File: config.mk
export PLATFORM = sky130hd
export DESIGN_NAME = mem_arbiter
export DESIGN_NICKNAME = d
export VERILOG_FILES = /design/src/rtl/mem_arbiter.sv
export SDC_FILE = /design/constraint.sdc
export NUM_CORES = 1
export LEC_CHECK = 0
export CAP_MARGIN = 20
export CORE_AREA = 2 2 80 82
export CTS_BUF_LIST = sky130_fd_sc_hd__clkbuf_16
export CTS_CLUSTER_DIAMETER = 30
export CTS_CLUSTER_SIZE = 28
export DETAILED_ROUTE_END_ITERATION = 10
export DIE_AREA = 0 0 82 84
export PLACE_DENSITY = 0.76
export SETUP_SLACK_MARGIN = 0.1
export SLEW_MARGIN = 20
export SYNTH_ARGS = -nofsm -noshare
export SYNTH_HDL_FRONTEND = slang
export SYNTH_SLANG_ARGS = --single-unit
File: constraint.sdc
create_clock -name clk -period 2.4 [get_ports clk]
set_input_delay 0.72 -clock clk [delete_from_list [all_inputs] [get_ports clk]]
set_output_delay 0.72 -clock clk [all_outputs]
set_load 0.005 [all_outputs]
File: src/rtl/mem_arbiter.sv
// mem_arbiter: two-requester arbiter in front of a single-port RAM with
// byte-lane write enables and 1-cycle registered read data.
// Optional feature: define MEM_ARBITER_RR_EN for round-robin contention
// resolution; otherwise requester 0 has fixed priority.
module mem_arbiter #(
  parameter int unsigned ADDR_WIDTH = 9,
  parameter int unsigned DATA_WIDTH = 32,
  parameter int unsigned DATA_BYTES = DATA_WIDTH / 8
) (
  input  logic                      clk,
  input  logic                      reset,
  input  logic [1:0]                req,
  input  logic [1:0]                lock,
  input  logic [2*DATA_BYTES-1:0]   we,
  input  logic [2*ADDR_WIDTH-1:0]   addr,
  input  logic [2*DATA_WIDTH-1:0]   wdata,
  output logic [1:0]                gnt,
  output logic [1:0]                rvalid,
  output logic [DATA_WIDTH-1:0]     rdata,
  output logic [DATA_BYTES-1:0]     ram_we,
  output logic [ADDR_WIDTH-1:0]     ram_addr,
  output logic [DATA_WIDTH-1:0]     ram_wdata,
  input  logic [DATA_WIDTH-1:0]     ram_rdata
);

  typedef enum logic [1:0] {
    FREE = 2'd0,
    OWN0 = 2'd1,
    OWN1 = 2'd2
  } state_e;

  state_e      state_q, state_d;
  logic [1:0]  gnt_d;
  logic [1:0]  rvalid_q;
  logic        pref1;  // high when requester 1 wins a FREE-state contention

`ifdef MEM_ARBITER_RR_EN
  logic ptr_q, ptr_d;

  // Round-robin pointer: after a FREE-state grant the other requester is preferred.
  always_comb begin
    ptr_d = ptr_q;
    if (state_q == FREE) begin
      if (gnt_d[0])      ptr_d = 1'b1;
      else if (gnt_d[1]) ptr_d = 1'b0;
    end
  end

  // Pointer register, cleared to requester 0 on reset.
  always_ff @(posedge clk or posedge reset) begin
    if (reset) ptr_q <= 1'b0;
    else       ptr_q <= ptr_d;
  end

  assign pref1 = ptr_q;
`else
  assign pref1 = 1'b0;
`endif

  // Owner state register.
  always_ff @(posedge clk or posedge reset) begin
    if (reset) state_q <= FREE;
    else       state_q <= state_d;
  end

  // Grant selection and owner next-state.
  always_comb begin
    gnt_d   = '0;
    state_d = state_q;
    case (state_q)
      FREE: begin
        if (req == 2'b11) gnt_d = pref1 ? 2'b10 : 2'b01;
        else              gnt_d = req;
        if (gnt_d[0] && lock[0])      state_d = OWN0;
        else if (gnt_d[1] && lock[1]) state_d = OWN1;
      end
      OWN0: begin
        // Owner wins whenever it asks; the other side fills idle owner cycles.
        if (req[0]) gnt_d = 2'b01;
        else        gnt_d = {req[1], 1'b0};
        if (!lock[0]) state_d = FREE;
      end
      OWN1: begin
        if (req[1]) gnt_d = 2'b10;
        else        gnt_d = {1'b0, req[0]};
        if (!lock[1]) state_d = FREE;
      end
      default: begin
        gnt_d   = '0;
        state_d = FREE;
      end
    endcase
    if (reset) gnt_d = '0;
  end

  // RAM port mux: granted requester's slices, requester 0 slices when idle.
  always_comb begin
    ram_we    = '0;
    ram_addr  = addr[0 +: ADDR_WIDTH];
    ram_wdata = wdata[0 +: DATA_WIDTH];
    if (gnt_d[1]) begin
      ram_we    = we[DATA_BYTES +: DATA_BYTES];
      ram_addr  = addr[ADDR_WIDTH +: ADDR_WIDTH];
      ram_wdata = wdata[DATA_WIDTH +: DATA_WIDTH];
    end else if (gnt_d[0]) begin
      ram_we    = we[0 +: DATA_BYTES];
    end
  end

  // Read-valid tracks the grant one cycle later, matching RAM read latency.
  always_ff @(posedge clk or posedge reset) begin
    if (reset) rvalid_q <= '0;
    else       rvalid_q <= gnt_d;
  end

  assign gnt    = gnt_d;
  assign rvalid = rvalid_q;
  assign rdata  = ram_rdata;

endmodule
# --- Word-level counts from Yosys, hierarchy flattened ---
# Cells that the tools add are included.
word_totals:
  latchBits: 0
  wordCells: 27
  input_bits: 128
  romBits: 0
  reg_bits: 4
  n_memories: 0
  out_inout_bits: 81
  ram_bits: 0
op_classes:
  mux: 15
  n_eq_ne: 6
  n_lt_le_gt_ge: 0
  div: 0
  bitwise_logic: 0
  n_reduce_logical: 4
  n_addsub: 0
  n_mul: 0
  shift: 0
op_table:
  columns: ["cell", "count"]
  rows:
  - ["$mux W32", 1]
  - ["$mux W2", 9]
  - ["$pmux W2 S3", 2]
  - ["$mux W9", 1]
  - ["$mux W4", 2]
  - ["$eq A2 B2 Y1 const B", 2]
  - ["$ne A2 B2 Y1 const B", 2]
  - ["$ne A3 B3 Y1 const B", 1]
  - ["$reduce_and A3 Y1", 1]
  - ["$eq A2 B1 Y1 const B", 1]
  - ["$logic_and A1 B1 Y1", 2]
  - ["$logic_not A2 Y1", 1]

# --- Depth between registers and ports, before layout ---
depth:
  ltp_word: 7
  ltp_mapped: 5
  ltp_nobuf: 4

# --- Worst setup path before layout ---
# No wires, ideal clock.
synth_timing:
  kind: "input-to-output"
  from: "input reset"
  to: "output ram_wdata[0]"
  t_required_ps: 1680
  cell_stages: 4
  arrival_time_ps: 1538
  setup_slack_ps: 142
  path_buffers: 1
  path_cell_list: "inv_1 > nand3_2 > buf_6 > mux2_4"
synth_between:
  elab_chain_len: 2
synth_lines:
  columns: ["element", "line", "text"]
  rows:
  - ["start: declaration", "11", "input logic reset,"]
  - ["$mux W2", "93", "if (reset) gnt_d = '0;"]
  - ["$mux W32", "101", "if (gnt_d[1]) begin"]
  - ["end: declaration", "22", "output logic [DATA_WIDTH-1:0] ram_wdata,"]
# Every way passes these cells.

# --- Worst setup path in the final report ---
layout_timing:
  from: "input req[0]"
  to: "output ram_wdata[9]"
layout_between:
  elab_chain_len: 6
  word_cells_on_any_way: 7
  classes_between: "eq/ne: 1; mux: 6"
layout_lines:
  columns: ["element", "line", "text"]
  rows:
  - ["start: declaration", "12", "input logic [1:0] req,"]
  - ["$eq A2 B2 Y1", "72", "if (req == 2'b11) gnt_d = pref1 ? 2'b10 : 2'b01;"]
  - ["$mux W2", "72", null]
  - ["$mux W2", "70", "case (state_q)"]
  - ["$pmux W2 S3 *", "70", null]
  - ["$mux W2 *", "93", null]
  - ["$mux W32 *", "101", null]
# Every way passes the cells marked *; elsewhere a longest branch is shown, timed or not. The select of a mux whose other input is x is not followed.

==> impl_metrics.json <==
{
  "port_buffers": 144,
  "chipWidth_um": 82,
  "viasPerCell": 4.05,
  "cts_sinks": 4,
  "synth_top_area_frac": 0.533,
  "antenna_cells": 0,
  "yosysMostFrequentCell": "mux2_4",
  "clk_path_buf_depth": 2,
  "layout_setup_ws_ps": -247,
  "gp_congestion": 0.729,
  "drive_gt1_frac": 0.550,
  "die-area_um2": 6890,
  "dp_hpwl_mm": 3.68,
  "path_class": "in2out",
  "fill_cells": 577,
  "cp_num_buf_inv": 5,
  "dieHeight_um": 84,
  "rrSetupSlack_ps": 1020,
  "grt-ovfl-total": 0,
  "clk_pin_slew_ps": 30,
  "critPathCaptureType": "output port",
  "critPathLaunchType": "input port",
  "ctsHoldBuffers": 0,
  "nNetsFinal": 370,
  "reg2reg_depth": 7,
  "drt-pass1-iter-count": 2,
  "pin_count": 209,
  "max_slew.worst_pin.slew_ps": 158,
  "cts_made_buffers": 3,
  "synth_cell_types": 15,
  "leakagePower_nw": 1.37,
  "area_growth_pct": 159,
  "cts_tree": "done",
  "yosys.area_share.simple": 0.0319,
  "grt_pass1_wl_mm": 6.33,
  "syn_nets": 225,
  "cts_max_level": 1,
  "seq_area_frac_synth": 0.0911,
  "num_rows": 29,
  "syn_area_um2": 1100,
  "max_freq_mhz": 378,
  "cpPeakStageDelay_ps": 290,
  "hold_class": "in2async",
  "cp.required_ps": 1680,
  "slew_headroom": 0.893,
  "whs_ps": 569,
  "slew_viol_final": 0,
  "syn_area_per_cell_um2": 11.3,
  "synthCells": 97,
  "wirelength_mm": 4.48,
  "antenna_left": 0,
  "antenna_found_initial": 0,
  "worstSkewPairLatency_ps": 230,
  "fin_util": 0.466,
  "yosys-top-cells-count": "mux2_4 (39), buf_4 (32), a22o_1 (4), buf_6 (4), dfrtp_1 (4)",
  "placed_cells_incl_taps": 300,
  "num_vias": 1283,
  "period_share": 1.10,
  "setup_viol": 46,
  "synth_compound_area_frac": 0.0410,
  "slowest_stage": "mux2_4",
  "cp_max_fo": 7,
  "pre_cts_ws_ps": -856,
  "worstReg2RegEnd": "rvalid[1]",
  "coreArea_um2": 6100,
  "power_density_nw_per_um2": 290,
  "start_util": 0.180,
  "cts_root_buffer": "clkbuf_16",
  "ys_top_cells_by_area": "mux2_4 (53%), buf_4 (22%), dfrtp_1 (9.1%)",
  "cp_common_cell": "buf_12",
  "wl_per_cell_um": 14.1,
  "synth_edf_count": 0,
  "yosysWarnings": 0,
  "synthAdderAreaFrac": 0,
  "path_cells": "buf_8, mux2i_4, nand3_4, buf_12, buf_16, buf_12, mux2_4, buf_6",
  "grt_usage": 0.119,
  "ys.flop_type": "dfrtp_1",
  "ir_worst_vdd_v": 0.000422,
  "arrival_ps": 1930,
  "max-cap-violations": 0,
  "synth-seq-cells": 4,
  "rsz0062_at_grt": "true",
  "synth_xor_area_frac": 0,
  "drtIter0Drc": 5,
  "fin_setup_tns_ps": -8470,
  "finalClockSkew_ps": 3.17,
  "synth_top_area_cell": "mux2_4",
  "worstReg2RegStart": "state_q[1]",
  "status": "finished, violations left",
  "fin_cells": 317,
  "cp_top_family": "buffers and inverters",
  "synth_top_family_by_area": "multiplexers",
  "hold_viol": 0,
  "synth.area.mux_share": 0.563,
  "violations": "negative setup slack",
  "drc": 0,
  "async_reset_ff_frac": 1.00,
  "fin_crit_ps": 2650,
  "grt_start_max_net_pins": 8,
  "grt_pass1_vias": 1363
}
-- sequential cells by signal (all words and copies together) (netlist names) --
register / cells
state_q: 2
rvalid: 2
-- worst max-delay path by stage --
stage | start | endpoint | slack, ps | depth (start not counted)
2_1_floorplan | reset | ram_wdata[0] | 140 | 4
3_3_place_gp | req[0] | ram_wdata[20] | -820 | 7
3_5_place_dp | req[0] | ram_wdata[14] | -860 | 7
4_1_cts | req[0] | ram_wdata[18] | -310 | 9
5_1_grt | req[0] | ram_wdata[1] | -280 | 8
6_report | req[0] | ram_wdata[9] | -250 | 8
-- worst reg2reg max path, cell delays in order (launching register included) --
cell     delay, ps
dfrtp_1        400
mux2i_4        270
nand3_4        130
buf_4          160
buf_6          100
buf_6          100
buf_6          110
inv_8           50
-- kinds of logic after synthesis --
kind of cell,after synthesis
flops,4
mux,42
compound gates,6
simple gates,5
buf+inv,40
-- metal layers --
metal | GRT usage | vias up | share of wire
li1 | - | 595 | -
met1 | 0.0993 | 580 | 0.30
met2 | 0.239 | 100 | 0.54
met3 | 0.0552 | 8 | 0.16
met4 | 0.0288 | 0 | 0.0076
met5 | 0 | - | 0
-- area by class of cell --
class	count	area (um2)	area share
Clock buffer	3	75.1	0.0264
Tap cell	77	96.3	0.0339
Inverter	3	18.8	0.00661
Multi-Input combinational cell	53	727	0.256
Sequential cell	4	100	0.0352
Timing Repair Buffer	177	1820	0.642
-- metrics by stage --
step / total power, mW / cell area, um2
after detailed placement: 0.518 / 2510
after global placement: 0.513 / 2510
after global routing: 0.866 / 2840
after floorplan: 0.252 / 1100
after CTS: 0.831 / 2830
final: 0.825 / 2840
-- power by group --
part	internal (mW)	switching (mW)
registers	0.0720	0.00316
clock network	0.213	0.0473
logic	0.367	0.122
total	0.652	0.173
-- timing repair --
item                       CTS  global route
setup endpoints to repair   47            47
gates resized for setup    252            18
setup buffers               12             4
pin swaps                    6             2
cloned                       2             0
-- layout by cell type, fill, tap and decap left out, types with 3 or more instances in the layout --
master           instances
buf_6                   56
buf_2                    8
buf_4                   10
clkdlybuf4s50_1         94
mux2_4                  39
a22o_1                   4
clkbuf_16                3
dfrtp_1                  4
buf_12                   3
(Power assumes the default switching activity.)
